==> src/rtl/fft_iter_pkg.sv <==
// Bank-state encoding shared by the FFT bank scheduler and its helpers.
// Pure declarations: no latency, no flow control.
package fft_iter_pkg;
  localparam int BANK_STATE_WL = 3;

  localparam logic [BANK_STATE_WL-1:0] ST_FREE  = 3'd0;
  localparam logic [BANK_STATE_WL-1:0] ST_FILL  = 3'd1;
  localparam logic [BANK_STATE_WL-1:0] ST_FULL  = 3'd2;
  localparam logic [BANK_STATE_WL-1:0] ST_CALC  = 3'd3;
  localparam logic [BANK_STATE_WL-1:0] ST_DONE  = 3'd4;
  localparam logic [BANK_STATE_WL-1:0] ST_DRAIN = 3'd5;
endpackage

==> src/rtl/fft_frame_counter.sv <==
// Frame index counter: advances on inc, wraps to 0 after LAST; last is combinational.
// One-cycle update latency; the caller gates inc, so no backpressure of its own.
module fft_frame_counter #(
  parameter int AddrWL = 5,
  parameter int LAST   = 31
) (
  input  logic              CLK,
  input  logic              RST,
  input  logic              inc,
  output logic [AddrWL-1:0] cnt,
  output logic              last
);
  localparam logic [AddrWL-1:0] LastIdx = AddrWL'(LAST);

  assign last = (cnt == LastIdx);

  always_ff @(posedge CLK) begin
    if (RST) begin
      cnt <= '0;
    end else if (inc) begin
      cnt <= last ? '0 : cnt + AddrWL'(1);
    end
  end
endmodule

==> src/rtl/fft_iter_bank_sched.sv <==
// Ping-pong bank scheduler: two RAM banks rotate through load, FFT run and unload roles.
// Start pulse 1 cycle after the last sample; IN_READY drops while the fill bank is occupied.
module fft_iter_bank_sched
  import fft_iter_pkg::*;
#(
  parameter int N_POINTS = 32,
  parameter int AddrWL   = 5,
  parameter bit BITREV   = 1'b1
) (
  input  logic              CLK,
  input  logic              RST,
  input  logic              EN,
  input  logic              IN_VALID,
  output logic              IN_READY,
  output logic              IN_BANK,
  output logic [AddrWL-1:0] IN_ADDR,
  output logic              IN_WE,
  output logic              FFT_START,
  input  logic              FFT_BUSY,
  output logic              FFT_BANK,
  output logic              OUT_VALID,
  input  logic              OUT_READY,
  output logic              OUT_BANK,
  output logic [AddrWL-1:0] OUT_ADDR,
  output logic              OUT_LAST
);
  logic [BANK_STATE_WL-1:0] bank_state [2];
  logic                     fill_ptr, calc_ptr, out_ptr;
  logic                     pending, busy_seen, fft_start_q;
  logic [AddrWL-1:0]        in_cnt, out_cnt;
  logic                     in_last, out_last;
  logic                     in_open, out_open, in_hs, out_hs;
  logic                     start_go, calc_done;

  function automatic logic [AddrWL-1:0] bitrev(input logic [AddrWL-1:0] a);
    logic [AddrWL-1:0] r;
    for (int i = 0; i < AddrWL; i++) r[i] = a[AddrWL-1-i];
    return r;
  endfunction

  assign in_open  = (bank_state[fill_ptr] == ST_FREE) || (bank_state[fill_ptr] == ST_FILL);
  assign out_open = (bank_state[out_ptr] == ST_DONE) || (bank_state[out_ptr] == ST_DRAIN);

  assign IN_READY = EN & ~RST & in_open;
  assign in_hs    = IN_VALID & IN_READY;
  assign IN_WE    = in_hs;
  assign IN_BANK  = fill_ptr;
  assign IN_ADDR  = BITREV ? bitrev(in_cnt) : in_cnt;

  assign OUT_VALID = EN & ~RST & out_open;
  assign out_hs    = OUT_VALID & OUT_READY;
  assign OUT_BANK  = out_ptr;
  assign OUT_ADDR  = out_cnt;
  assign OUT_LAST  = OUT_VALID & out_last;

  // Busy detection is level-based, so a BUSY fall during EN=0 is taken on the next enabled edge.
  assign start_go  = EN & (bank_state[calc_ptr] == ST_FULL) & ~FFT_BUSY & ~pending;
  assign calc_done = EN & busy_seen & ~FFT_BUSY;
  assign FFT_START = fft_start_q;
  assign FFT_BANK  = calc_ptr;

  fft_frame_counter #(.AddrWL(AddrWL), .LAST(N_POINTS - 1)) u_in_cnt (
    .CLK  (CLK),
    .RST  (RST),
    .inc  (in_hs),
    .cnt  (in_cnt),
    .last (in_last)
  );

  fft_frame_counter #(.AddrWL(AddrWL), .LAST(N_POINTS - 1)) u_out_cnt (
    .CLK  (CLK),
    .RST  (RST),
    .inc  (out_hs),
    .cnt  (out_cnt),
    .last (out_last)
  );

  // Each role only ever touches a bank in its own states, so the updates below never collide.
  always_ff @(posedge CLK) begin
    if (RST) begin
      bank_state[0] <= ST_FREE;
      bank_state[1] <= ST_FREE;
      fill_ptr      <= 1'b0;
      calc_ptr      <= 1'b0;
      out_ptr       <= 1'b0;
      pending       <= 1'b0;
      busy_seen     <= 1'b0;
      fft_start_q   <= 1'b0;
    end else begin
      fft_start_q <= start_go;
      if (EN) begin
        if (in_hs) begin
          bank_state[fill_ptr] <= in_last ? ST_FULL : ST_FILL;
          if (in_last) fill_ptr <= ~fill_ptr;
        end
        if (start_go) begin
          bank_state[calc_ptr] <= ST_CALC;
          pending              <= 1'b1;
        end
        if (pending && FFT_BUSY) busy_seen <= 1'b1;
        if (calc_done) begin
          bank_state[calc_ptr] <= ST_DONE;
          pending              <= 1'b0;
          busy_seen            <= 1'b0;
          calc_ptr             <= ~calc_ptr;
        end
        if (out_hs) begin
          bank_state[out_ptr] <= out_last ? ST_FREE : ST_DRAIN;
          if (out_last) out_ptr <= ~out_ptr;
        end
      end
    end
  end
endmodule

==> config.mk <==
export PLATFORM = sky130hd
export DESIGN_NAME = fft_iter_bank_sched
export DESIGN_NICKNAME = d
export VERILOG_FILES = /design/src/rtl/fft_iter_pkg.sv /design/src/rtl/fft_frame_counter.sv /design/src/rtl/fft_iter_bank_sched.sv
export SDC_FILE = /design/constraint.sdc
export NUM_CORES = 1
export LEC_CHECK = 0
export ABC_AREA = 1
export BUFFER_PORTS_ARGS = -buffer_cell sky130_fd_sc_hd__buf_2
export CAP_MARGIN = 20
export CELL_PAD_IN_SITES_DETAIL_PLACEMENT = 1
export CELL_PAD_IN_SITES_GLOBAL_PLACEMENT = 1
export CORE_AREA = 2 2 62 64
export CTS_CLUSTER_DIAMETER = 40
export DETAILED_ROUTE_END_ITERATION = 8
export DIE_AREA = 0 0 64 66
export PLACE_DENSITY_LB_ADDON = 0.08
export SYNTH_ARGS = -nofsm -noshare
export SYNTH_HDL_FRONTEND = slang
export SYNTH_SLANG_ARGS = --single-unit
==> constraint.sdc <==
create_clock -name CLK -period 1.86 [get_ports CLK]
set_clock_uncertainty 0.05 [all_clocks]
set_input_delay 0.093 -clock CLK [delete_from_list [all_inputs] [get_ports CLK]]
set_output_delay 0.093 -clock CLK [all_outputs]
set_load 0.01 [all_outputs]
==> impl_results.md, run 1 <==
* Minimum period implied by the final worst setup slack at 1715 ps
* Die Span Y at 66 um
* Nature of the critical path endpoint: primary output
* Horiz. Die Dim at 64 um
* Estimated wirelength of the detail-placed design at 2.576 mm
* Count of non-filler cells in the finished layout at 253
* Launching point of the worst reg2reg path: u_out_cnt.cnt[0]
* Clk slew on worst S/H paths at about 140 ps
* Routed WL per cell at 12.09 um
* Remaining design rule violation count at 0
* Synth top area share at 31.46%
* Via density at 4.846
* Final period util at 92.23%
* Worst Hold Depth at 4
* Register-to-Register Setup Slack at 240 ps
* Final Slew Violations at 0
* Maximum capacitance violations at 0
* Total wirelength of the detailed-routed design at 3.059 mm
* CTS H-Tree Depth at 1
* DRC marker count from the first detailed-route iteration at 24
* Leak at 0.7597 nW
* Net count after synthesis at 191
* Worst reg-to-reg path cell count at 9
* Post-synthesis area per instance at approximately 7.4 um2
* Max clock buf depth at 2
* Worst-case headroom to the max-slew limit at 77.63%
* Unrepaired setup endpoints after global routing: false
* Diode count at 0
* CTS root buffer: sky130_fd_sc_hd__clkbuf_4
* Area growth, synth to finish at 13.20%
* Summed negative setup slack over all endpoints at 0 ps
* # fillers at 478
* Vias in the first global route at 1293
* Cell count after placement at 249
* Overall fraction of global-route tracks in use at approximately 17%
* End of the worst register-to-register path: OUT_BANK
* Initial standard-cell utilization of the core at 37.63%
* Insertion delay of the later-clocked pin in the worst-skew pair at 320 ps
* Antenna violations before repair at 0
* # resized after CTS at 0
* Total of endpoints with negative setup slack in the final report at 0
* Gate Count Post-Synth at about 180
* Number of buffer cells added on primary ports at 23
* Fraction of layout instances using a drive strength above 1 at 23.90%
* Data required time at the worst endpoint at ~1700 ps
* Clk sink count at 25
* Global-route wire length before repair at 5.575 mm
* Worst setup SP type: flop
* Pin count of the biggest net entering global routing at 14
* Path class of the lowest-slack min-delay path: input pin to flop
* Hold-critical path endpoint: u_out_cnt.cnt[2]
* Source of the worst hold timing path: OUT_READY
* Fmax at just under 600 MHz
* Number of placement rows at 22
* Power density cells at 616.6 nW/um2
* Unique cell type count in the Yosys netlist at 26
* Arrival time of data at the critical path endpoint at 1570 ps
* Fraction of the yosys area taken by sequential cells at 40.45%
* Total count of hold-check failures in the final report at 0
* Largest fanout on the critical path at 5
* Total congestion overflow after global routing at 0
* Number of nets with antenna violations after detailed routing at 0
* Clock tree from TritonCTS: done
* Count of boundary I/O pins at 24
* Core region area at ~3600 um2
* Post-synth design cell area at about 1300 um2
* Number of iterations in the first detailed-routing pass at 4
* Yosys reg bits at 25
* Post-CTS Setup Repair Bufs at 0
* Final layout net count at 216
* Maximum VDD drop at 0.2519 mV
* Library cell with the largest summed area after synthesis: sky130_fd_sc_hd__dfxtp_1
* Critical path class: flop to primary output
* Result of the run: complete, no violations
* Synth top area cells: sky130_fd_sc_hd__dfxtp_1 (31%), sky130_fd_sc_hd__nand2_1 (12%), sky130_fd_sc_hd__edfxtp_1 (9.0%)
* Hold bufs inserted after CTS at 0
* Cts bufs inserted at 3
* Total Die Area at 4224 um2
* Tightest Pin Transition at 332.1 ps
* RD Place Congestion at 0.8615
* Detailed-route via count at 1226
* Count of yosys warnings during synthesis at 0
through the flow:
step           hold WS [ps]  power [mW]  utilization [%]  instance area, um2  worst slack [ps]
2_1_floorplan         218.0      0.6646                -                1336             268.3
3_3_place_gp          353.1      0.6931            41.79                1484             223.9
3_5_place_dp          367.2      0.6977            41.79                1484             189.8
4_1_cts               5.042      0.9506            42.53                1510             58.58
5_1_grt               25.05      0.9907            42.60                1513             2.766
6_report              10.14      0.9327            42.60                1513             144.5
logic make-up (layout without fill, tap and decap cells):
group           count (synthesis)  after routing  synth area share [%]
simple gates                  100            100                 36.14
xor+xnor                        2              2                 1.311
fa+ha+maj                       4              4                 3.745
flops                          25             25                 40.45
buf+inv                        27             51                 8.801
compound gates                 23             23                 9.550
cell usage after synthesis:
master,count
sky130_fd_sc_hd__inv_1,19
sky130_fd_sc_hd__a21oi_1,13
sky130_fd_sc_hd__inv_2,5
sky130_fd_sc_hd__o211a_1,1
sky130_fd_sc_hd__ha_1,4
sky130_fd_sc_hd__nand3_1,14
sky130_fd_sc_hd__nand3b_1,1
sky130_fd_sc_hd__a21oi_2,1
sky130_fd_sc_hd__nand2_4,2
sky130_fd_sc_hd__dfxtp_1,21
sky130_fd_sc_hd__nor2_2,1
sky130_fd_sc_hd__nor3_1,3
sky130_fd_sc_hd__nor2_4,2
sky130_fd_sc_hd__o21ai_2,1
sky130_fd_sc_hd__o21ai_0,7
sky130_fd_sc_hd__nand2_2,7
sky130_fd_sc_hd__edfxtp_1,4
sky130_fd_sc_hd__nor2_1,24
sky130_fd_sc_hd__buf_2,1
sky130_fd_sc_hd__nand4_1,2
sky130_fd_sc_hd__nand2_1,41
sky130_fd_sc_hd__xor2_1,2
sky130_fd_sc_hd__nor3b_2,1
sky130_fd_sc_hd__or2_0,1
sky130_fd_sc_hd__nor2_8,1
sky130_fd_sc_hd__buf_6,2
report_power, final:
part           internal [mW]  switching, mW  total [mW]  leakage, nW
registers              0.566         0.0135       0.580        0.213
clock network         0.0841          0.165       0.249       0.0150
logic                 0.0341         0.0701       0.104        0.532
worst max-delay path, stage by stage, from the launching register on:
cell	delay (ps)
sky130_fd_sc_hd__dfxtp_2	380
sky130_fd_sc_hd__ha_1	180
sky130_fd_sc_hd__nand2_1	60
sky130_fd_sc_hd__nor2_1	90
sky130_fd_sc_hd__ha_1	170
sky130_fd_sc_hd__inv_1	110
sky130_fd_sc_hd__nor2_4	130
sky130_fd_sc_hd__buf_2	130
final cells by class:
type,instances,area (um2),share of cell area (%)
Multi-Input combinational cell,129,678.2,44.83
Tap cell,48,60.06,3.970
Timing Repair Buffer,23,115.1,7.610
Clock buffer,4,26.28,1.737
Inverter,24,90.09,5.955
Sequential cell,25,543.0,35.90
per-layer routing:
layer / wire length, um / up-vias / part of all wire [%] / GRT usage (%)
met2: 1579 / 20 / 52 / 32.16
met3: 88 / 5 / 2.9 / 2.215
met4: 47 / 0 / 1.5 / 6.522
li1: - / 628 / - / -
met5: 0 / - / 0 / 0
met1: 1344 / 573 / 44 / 19.47
cell usage in the layout, fill, tap and decap left out, drive strengths merged:
cell / n
xor2: 2
edfxtp: 4
ha: 4
nor3: 3
clkbuf: 4
o21ai: 8
buf: 23
nand3b: 1
nor3b: 1
inv: 24
a21oi: 14
dfxtp: 21
nor2: 28
o211a: 1
nand3: 14
or2: 1
nand2: 50
nand4: 2
how the worst max path moves through the flow:
stage                          start  endpoint  slack, ps  cells past startpoint
floorplan           u_out_cnt.cnt[0]  OUT_BANK        270                      9
global placement    u_out_cnt.cnt[0]      flop        220                      9
detailed placement  u_out_cnt.cnt[0]  OUT_BANK        190                      9
CTS                 u_out_cnt.cnt[0]  OUT_LAST         60                      7
global route        u_out_cnt.cnt[0]  OUT_LAST          3                      7
finish              u_out_cnt.cnt[0]  OUT_LAST        140                      7
No activity file was read; power rests on OpenSTA's default activity.
==> inputs of run 2 (changes only) <==
--- a/config.mk
+++ b/config.mk
@@ -11,8 +11,9 @@
 export CELL_PAD_IN_SITES_DETAIL_PLACEMENT = 1
 export CELL_PAD_IN_SITES_GLOBAL_PLACEMENT = 1
-export CORE_AREA = 2 2 62 64
+export CORE_AREA = 2 2 61 63
+export CTS_BUF_LIST = sky130_fd_sc_hd__clkbuf_2 sky130_fd_sc_hd__clkbuf_4 sky130_fd_sc_hd__clkbuf_8
 export CTS_CLUSTER_DIAMETER = 40
 export DETAILED_ROUTE_END_ITERATION = 8
-export DIE_AREA = 0 0 64 66
+export DIE_AREA = 0 0 63 65
 export PLACE_DENSITY_LB_ADDON = 0.08
 export SYNTH_ARGS = -nofsm -noshare
==> constraint.sdc (replaced) <==
create_clock -name CLK -period 1.86 [get_ports CLK]
set_clock_uncertainty 0.05 [all_clocks]
set_input_delay 0.372 -clock CLK [delete_from_list [all_inputs] [get_ports CLK]]
set_output_delay 0.372 -clock CLK [all_outputs]
set_load 0.01 [all_outputs]
==> run 2 against run 1 <==
Critical path depth unchanged. Flip-flop and latch count did not move. Final cell count rose by 5.1%. Via count up 2.7%. Clock power grew 6%. Register-to-register slack got worse by 110 ps. Count of clock-buffer cells in the layout unchanged. Fmax is 7.5% lower. Final area increased by 11%. Die area is 3.1% lower. Utilization is 5.2 points higher. Highest routed layer unchanged.
==> impl_results.md, run 2 (synthesis gave the netlist of run 1 again) <==
* Tightest Pin Transition at 457.8 ps (+125.7 ps)
* Minimum period implied by the final worst setup slack at 1854 ps (+138.9 ps)
* Diode count at 0 (unchanged)
* Final layout net count at 229 (+6.0%)
* Via density at 4.733 (-2.3%)
* Insertion delay of the later-clocked pin in the worst-skew pair at 320 ps (about the same)
* Data required time at the worst endpoint at 1440 ps (-280 ps)
* Leak at 0.8391 nW (+10%)
* Total Die Area at 4095 um2 (-3.1%)
* Number of placement rows at 22 (unchanged)
* Number of nets with antenna violations after detailed routing at 0 (unchanged)
* Overall fraction of global-route tracks in use at 18.50% (+1.4 points)
* Clk slew on worst S/H paths at 140 ps (about the same)
* Result of the run: complete, no violations
* Max clock buf depth at 2 (unchanged)
* Count of boundary I/O pins at 24 (unchanged)
* Arrival time of data at the critical path endpoint at 1430 ps (-140 ps)
* Nature of the critical path endpoint: primary output
* Routed WL per cell at 13.18 um (+9.0%)
* Logic gate share of total power at 13.0% (+1.8 points)
* DRC marker count from the first detailed-route iteration at 20 (-17%)
* CTS H-Tree Depth at 1 (unchanged)
* Die Span Y at 65 um (-1.5%)
* Total wirelength of the detailed-routed design at 3.505 mm (+15%)
* Pin count of the biggest net entering global routing at 14 (unchanged)
* Fmax at 539.3 MHz (-7.5%)
* Worst-case headroom to the max-slew limit at 69.16% (-8.5 points)
* Cell-internal power at 0.7140 mW (+4.3%)
* CTS root buffer: sky130_fd_sc_hd__clkbuf_4
* Number of iterations in the first detailed-routing pass at 4 (unchanged)
* Worst slack after detailed placement at 135.2 ps (-54.61 ps)
* Clk sink count at 25 (unchanged)
* Fraction of layout instances using a drive strength above 1 at 31.19% (+7.3 points)
* RD Place Congestion at 0.7819 (-9.2%)
* Horiz. Die Dim at 63 um (-1.6%)
* Worst setup SP type: flop
* Power density cells at 580.5 nW/um2 (-5.9%)
* Unrepaired setup endpoints after global routing: true
* Maximum capacitance violations at 0 (unchanged)
* Summed negative setup slack over all endpoints at 0 ps (unchanged)
* Portion of total power attributed to sequential cells at 59.8% (-2.3 points)
* Largest fanout on the critical path at 2 (-3)
* Cts bufs inserted at 3 (unchanged)
* Commonest cells after routing, fill and taps aside: sky130_fd_sc_hd__nand2_1 (40), sky130_fd_sc_hd__nor2_1 (23), sky130_fd_sc_hd__buf_2 (21)
* Maximum VDD drop at 0.2689 mV (+6.8%)
* Total congestion overflow after global routing at 0 (unchanged)
* Area growth, synth to finish at 25.09%
* Vias in the first global route at 1267 (-2.0%)
* Core region area at 3496 um2 (-1.6%)
* Global-route wire length before repair at 5.927 mm (+6.3%)
* Total net switching power at 0.2564 mW (+3.2%)
* Total count of hold-check failures in the final report at 0 (unchanged)
* Path class of the lowest-slack min-delay path: input pin to flop
* Hold bufs inserted after CTS at 0 (unchanged)
* Clk network pwr share at 27.3% (+0.6 points)
* Final Slew Violations at 0 (unchanged)
* Estimated wirelength of the detail-placed design at 2.636 mm (+2.3%)
* Final setup slack of the worst path at 5.635 ps (-138.9 ps)
* Critical path class: flop to primary output
* Detailed-route via count at 1259 (+2.7%)
* Initial standard-cell utilization of the core at 38.22% (+0.59 points)
* Clock tree from TritonCTS: done
* Net switching share of the total power at 26.42% (-0.21 points)
* Remaining design rule violation count at 0 (unchanged)
* Number of buffer cells added on primary ports at 23 (unchanged)
* Final period util at 99.70% (+7.5 points)
* Total of endpoints with negative setup slack in the final report at 0 (unchanged)
* Most common library cell in the layout ignoring fill and taps: sky130_fd_sc_hd__nand2_1
* Antenna violations before repair at 0 (unchanged)
==> run 2: cell type report <==
type,count,area (um2)
Inverter,24,95.09
Timing Repair Buffer,36,225.2
Tap cell,48,60.06
Clock buffer,4,30.03
Fill cell,482,1824
Sequential cell,25,543.0
Multi-Input combinational cell,129,718.2
==> run 2: layer usage <==
metal / wire length, um / global-route usage, % / vias to the layer above
met5: 0 / 0 / -
met4: 23 / 5.000 / 0
met3: 89 / 2.778 / 2
met2: 1793 / 33.51 / 16
met1: 1598 / 22.80 / 589
li1: - / - / 652
==> run 2: final timing paths <==
check	start	to	slack, ps	depth (start not counted)
setup / recovery	u_out_cnt.cnt[1]	OUT_LAST	6	7
hold / removal	RST	u_out_cnt.cnt[3]	310	2
setup reg to reg	u_in_cnt.cnt[0]	bank_state[0][0]	130	9
hold reg to reg	u_out_cnt.cnt[3]	u_out_cnt.cnt[3]	450	2
==> run 2: power by group through the flow <==
stage                     Clock, mW  Sequential [mW]  Combinational [mW]
final                         0.265            0.580               0.126
after global routing          0.298            0.582               0.143
after CTS                     0.278            0.579               0.117
after detailed placement          0            0.592               0.108
after global placement            0            0.590               0.104
after floorplan                   0            0.587              0.0774
==> run 2: critical path: stages (launching register included) <==
cell	delay, ps
sky130_fd_sc_hd__dfxtp_2	380
sky130_fd_sc_hd__ha_4	150
sky130_fd_sc_hd__nand2_4	60
sky130_fd_sc_hd__nor2_4	110
sky130_fd_sc_hd__ha_4	160
sky130_fd_sc_hd__inv_4	40
sky130_fd_sc_hd__nor2_4	90
sky130_fd_sc_hd__buf_6	110
==> run 2: through the flow <==
| stage | std cells | utilization (%) | power [mW] | instance area [um2] | hold slack (ps) |
|---|---|---|---|---|---|
| 3_5_place_dp | 250 | 42.66 | 0.6992 | 1491 | 428.5 |
| 2_1_floorplan | 181 | - | 0.6646 | 1336 | 409.4 |
| 3_3_place_gp | 250 | 42.66 | 0.6946 | 1491 | 424.5 |
| 4_1_cts | 261 | 45.92 | 0.9746 | 1605 | 299.4 |
| 6_report | 266 | 47.82 | 0.9703 | 1672 | 310.3 |
| 5_1_grt | 266 | 47.82 | 1.023 | 1672 | 300.6 |
==> run 2: what timing repair did <==
item | CTS | global route
resized for setup | 10 | 5
buffers inserted | 7 | 5
setup endpoints to repair | 2 | 2
pin swaps | 4 | 5
==> inputs of run 3 (changes only) <==
RECOVER_POWER = 50   (was default)
==> run 3 against run 2 <==
Setup slack stayed put. Clock power hardly changed. Fmax unchanged. Final cell count stayed put. Register-to-register slack barely moved. Routed wire length is the same. Die area stayed put. Via count is the same. Final area is 0.67% lower.
==> impl_results.md, run 3 (synthesis gave the netlist of run 1 again) <==
* Result of the run: complete, no violations
* Final-layout worst hold slack at 310.2 ps (-0.05400 ps)
* Total area of multi-input combinational cells at 718.2 um2 (unchanged)
* Initial standard-cell utilization of the core at 38.22% (unchanged)
* Horiz. Die Dim at 63 um (unchanged)
* Estimated wirelength of the detail-placed design at 2.636 mm (unchanged)
* Cell count along the critical path at 7 (unchanged)
* Final layout net count at 229 (unchanged)
* Commonest cells after routing, fill and taps aside: sky130_fd_sc_hd__nand2_1 (40), sky130_fd_sc_hd__nor2_1 (23), sky130_fd_sc_hd__dfxtp_1 (19)
* Diode count at 0 (unchanged)
* DRC marker count from the first detailed-route iteration at 19 (-5.0%)
* Clk slew on worst S/H paths at 140 ps (about the same)
* Detailed-route via count at 1259 (unchanged)
* Final period util at 99.70% (unchanged)
* RD Place Congestion at 0.7819 (unchanged)
* Count of boundary I/O pins at 24 (unchanged)
* Core region area at 3496 um2 (unchanged)
* Total congestion overflow after global routing at 0 (unchanged)
* Total of endpoints with negative setup slack in the final report at 0 (unchanged)
* Antenna violations before repair at 0 (unchanged)
* Die Span Y at 65 um (unchanged)
* Clk sink count at 25 (unchanged)
* Worst setup SP type: flop
* Data required time at the worst endpoint at 1440 ps (about the same)
* Total count of hold-check failures in the final report at 0 (unchanged)
* Fmax at 539.3 MHz (unchanged)
* Stage delay of the slowest cell on the critical path at 380 ps (about the same)
* Max clock buf depth at 2 (unchanged)
* Global-route wire length before repair at 5.927 mm (unchanged)
* Final cell area excluding filler cells at 1660 um2 (-0.67%)
* Launching point of the worst reg2reg path: u_in_cnt.cnt[0]
* Cell-by-cell trace of the critical path: ha_4, nand2_4, nor2_4, ha_4, inv_4, nor2_4, buf_6
* Number of nets with antenna violations after detailed routing at 0 (unchanged)
* Final Slew Violations at 0 (unchanged)
* CTS root buffer: sky130_fd_sc_hd__clkbuf_4
* Area growth, synth to finish at 24.25%
* Post-layout util at 47.49% (-0.32 points)
* Largest fanout on the critical path at 2 (unchanged)
* Total Die Area at 4095 um2 (unchanged)
* Arrival time of data at the critical path endpoint at 1430 ps (about the same)
* Tightest Pin Transition at 457.8 ps (unchanged)
* Summed negative setup slack over all endpoints at 0 ps (unchanged)
* Worst setup path startpoint: u_out_cnt.cnt[1]
* CP delay by family, top: flip-flops
* Power density cells at 584.1 nW/um2 (+0.63%)
* CP Buf/Inv Count at 2 (unchanged)
* Number of buffer cells added on primary ports at 23 (unchanged)
* Most common library cell in the layout ignoring fill and taps: sky130_fd_sc_hd__nand2_1
* Overall fraction of global-route tracks in use at 18.50% (unchanged)
* Minimum period implied by the final worst setup slack at 1854 ps (unchanged)
* PnR Total Power at 0.9699 mW (about the same)
* Worst reg-to-reg path cell count at 9 (unchanged)
* Insertion delay of the later-clocked pin in the worst-skew pair at 320 ps (about the same)
* Unrepaired setup endpoints after global routing: true
* # fillers at 483 (+0.21%)
* Worst-case headroom to the max-slew limit at 69.16% (unchanged)
* Path class of the lowest-slack min-delay path: input pin to flop
* Cts bufs inserted at 3 (unchanged)
* CTS H-Tree Depth at 1 (unchanged)
* Pin count of the biggest net entering global routing at 14 (unchanged)
* Fraction of layout instances using a drive strength above 1 at 27.06% (-4.1 points)
* Number of placement rows at 22 (unchanged)
* Via density at 4.733 (unchanged)
* Leak at 0.7992 nW (-4.8%)
* Routed WL per cell at 13.18 um (unchanged)
* Vias in the first global route at 1267 (unchanged)
* Critical path class: flop to primary output
* Nature of the critical path endpoint: primary output
* Remaining design rule violation count at 0 (unchanged)
* Worst-path cell with the longest stage delay: sky130_fd_sc_hd__dfxtp_2
* Source of the worst hold timing path: RST
* Maximum capacitance violations at 0 (unchanged)
* Clock tree from TritonCTS: done
* Maximum VDD drop at 0.2689 mV (about the same)
* Worst Hold Depth at 2 (unchanged)
* Placed cell area at 1491 um2 (unchanged)
* Total area of sequential cells at 543.0 um2 (unchanged)
* Total wirelength of the detailed-routed design at 3.505 mm (unchanged)
* Number of iterations in the first detailed-routing pass at 4 (unchanged)
-- run 3: metal layers --
layer  wire [um]  track usage, %  share of wire (%)  vias up
li1            -               -                  -      652
met1        1600           22.80                 46      589
met2        1791           33.51                 51       16
met3          89           2.778                2.5        2
met4          23           5.000               0.66        0
met5           0               0                  0        -
-- run 3: metrics by stage --
step	std cells	worst slack, ps
after floorplan	181	268.3
after global placement	250	200.1
after detailed placement	250	135.2
after CTS	261	-53.77
after global routing	266	-79.59
final	266	5.635
-- run 3: where the power goes --
group,switching [mW],internal (mW),total (mW)
Combinational,0.0763,0.0490,0.125
Sequential,0.0137,0.566,0.580
Clock,0.166,0.0984,0.265
-- run 3: layout make-up --
cell class	count	area share, %
Tap cell	48	3.617
Inverter	24	5.727
Clock buffer	4	1.809
Sequential cell	25	32.71
Multi-Input combinational cell	129	43.26
Timing Repair Buffer	36	12.89
-- run 3: worst reg2reg max path: stages (launching register included) --
cell	delay [ps]
sky130_fd_sc_hd__dfxtp_1	420
sky130_fd_sc_hd__ha_1	190
sky130_fd_sc_hd__inv_1	70
sky130_fd_sc_hd__nor3_1	170
sky130_fd_sc_hd__ha_1	270
sky130_fd_sc_hd__nor2_1	80
sky130_fd_sc_hd__nand2_1	80
sky130_fd_sc_hd__nand2_1	50
sky130_fd_sc_hd__nand2_1	60
sky130_fd_sc_hd__nand2_1	50
-- run 3: worst paths after layout --
path,endpoint,slack [ps]
hold reg to reg,u_out_cnt.cnt[3],450
setup reg to reg,bank_state[0][0],130
setup / recovery,OUT_LAST,6
hold / removal,u_out_cnt.cnt[3],310
-- run 3: timing repair --
item,CTS,global route
gates cloned,0,0
hold buffers,0,0
pin swaps,4,5
resized for setup,10,5
setup endpoints to repair,2,2
setup buffers,7,5
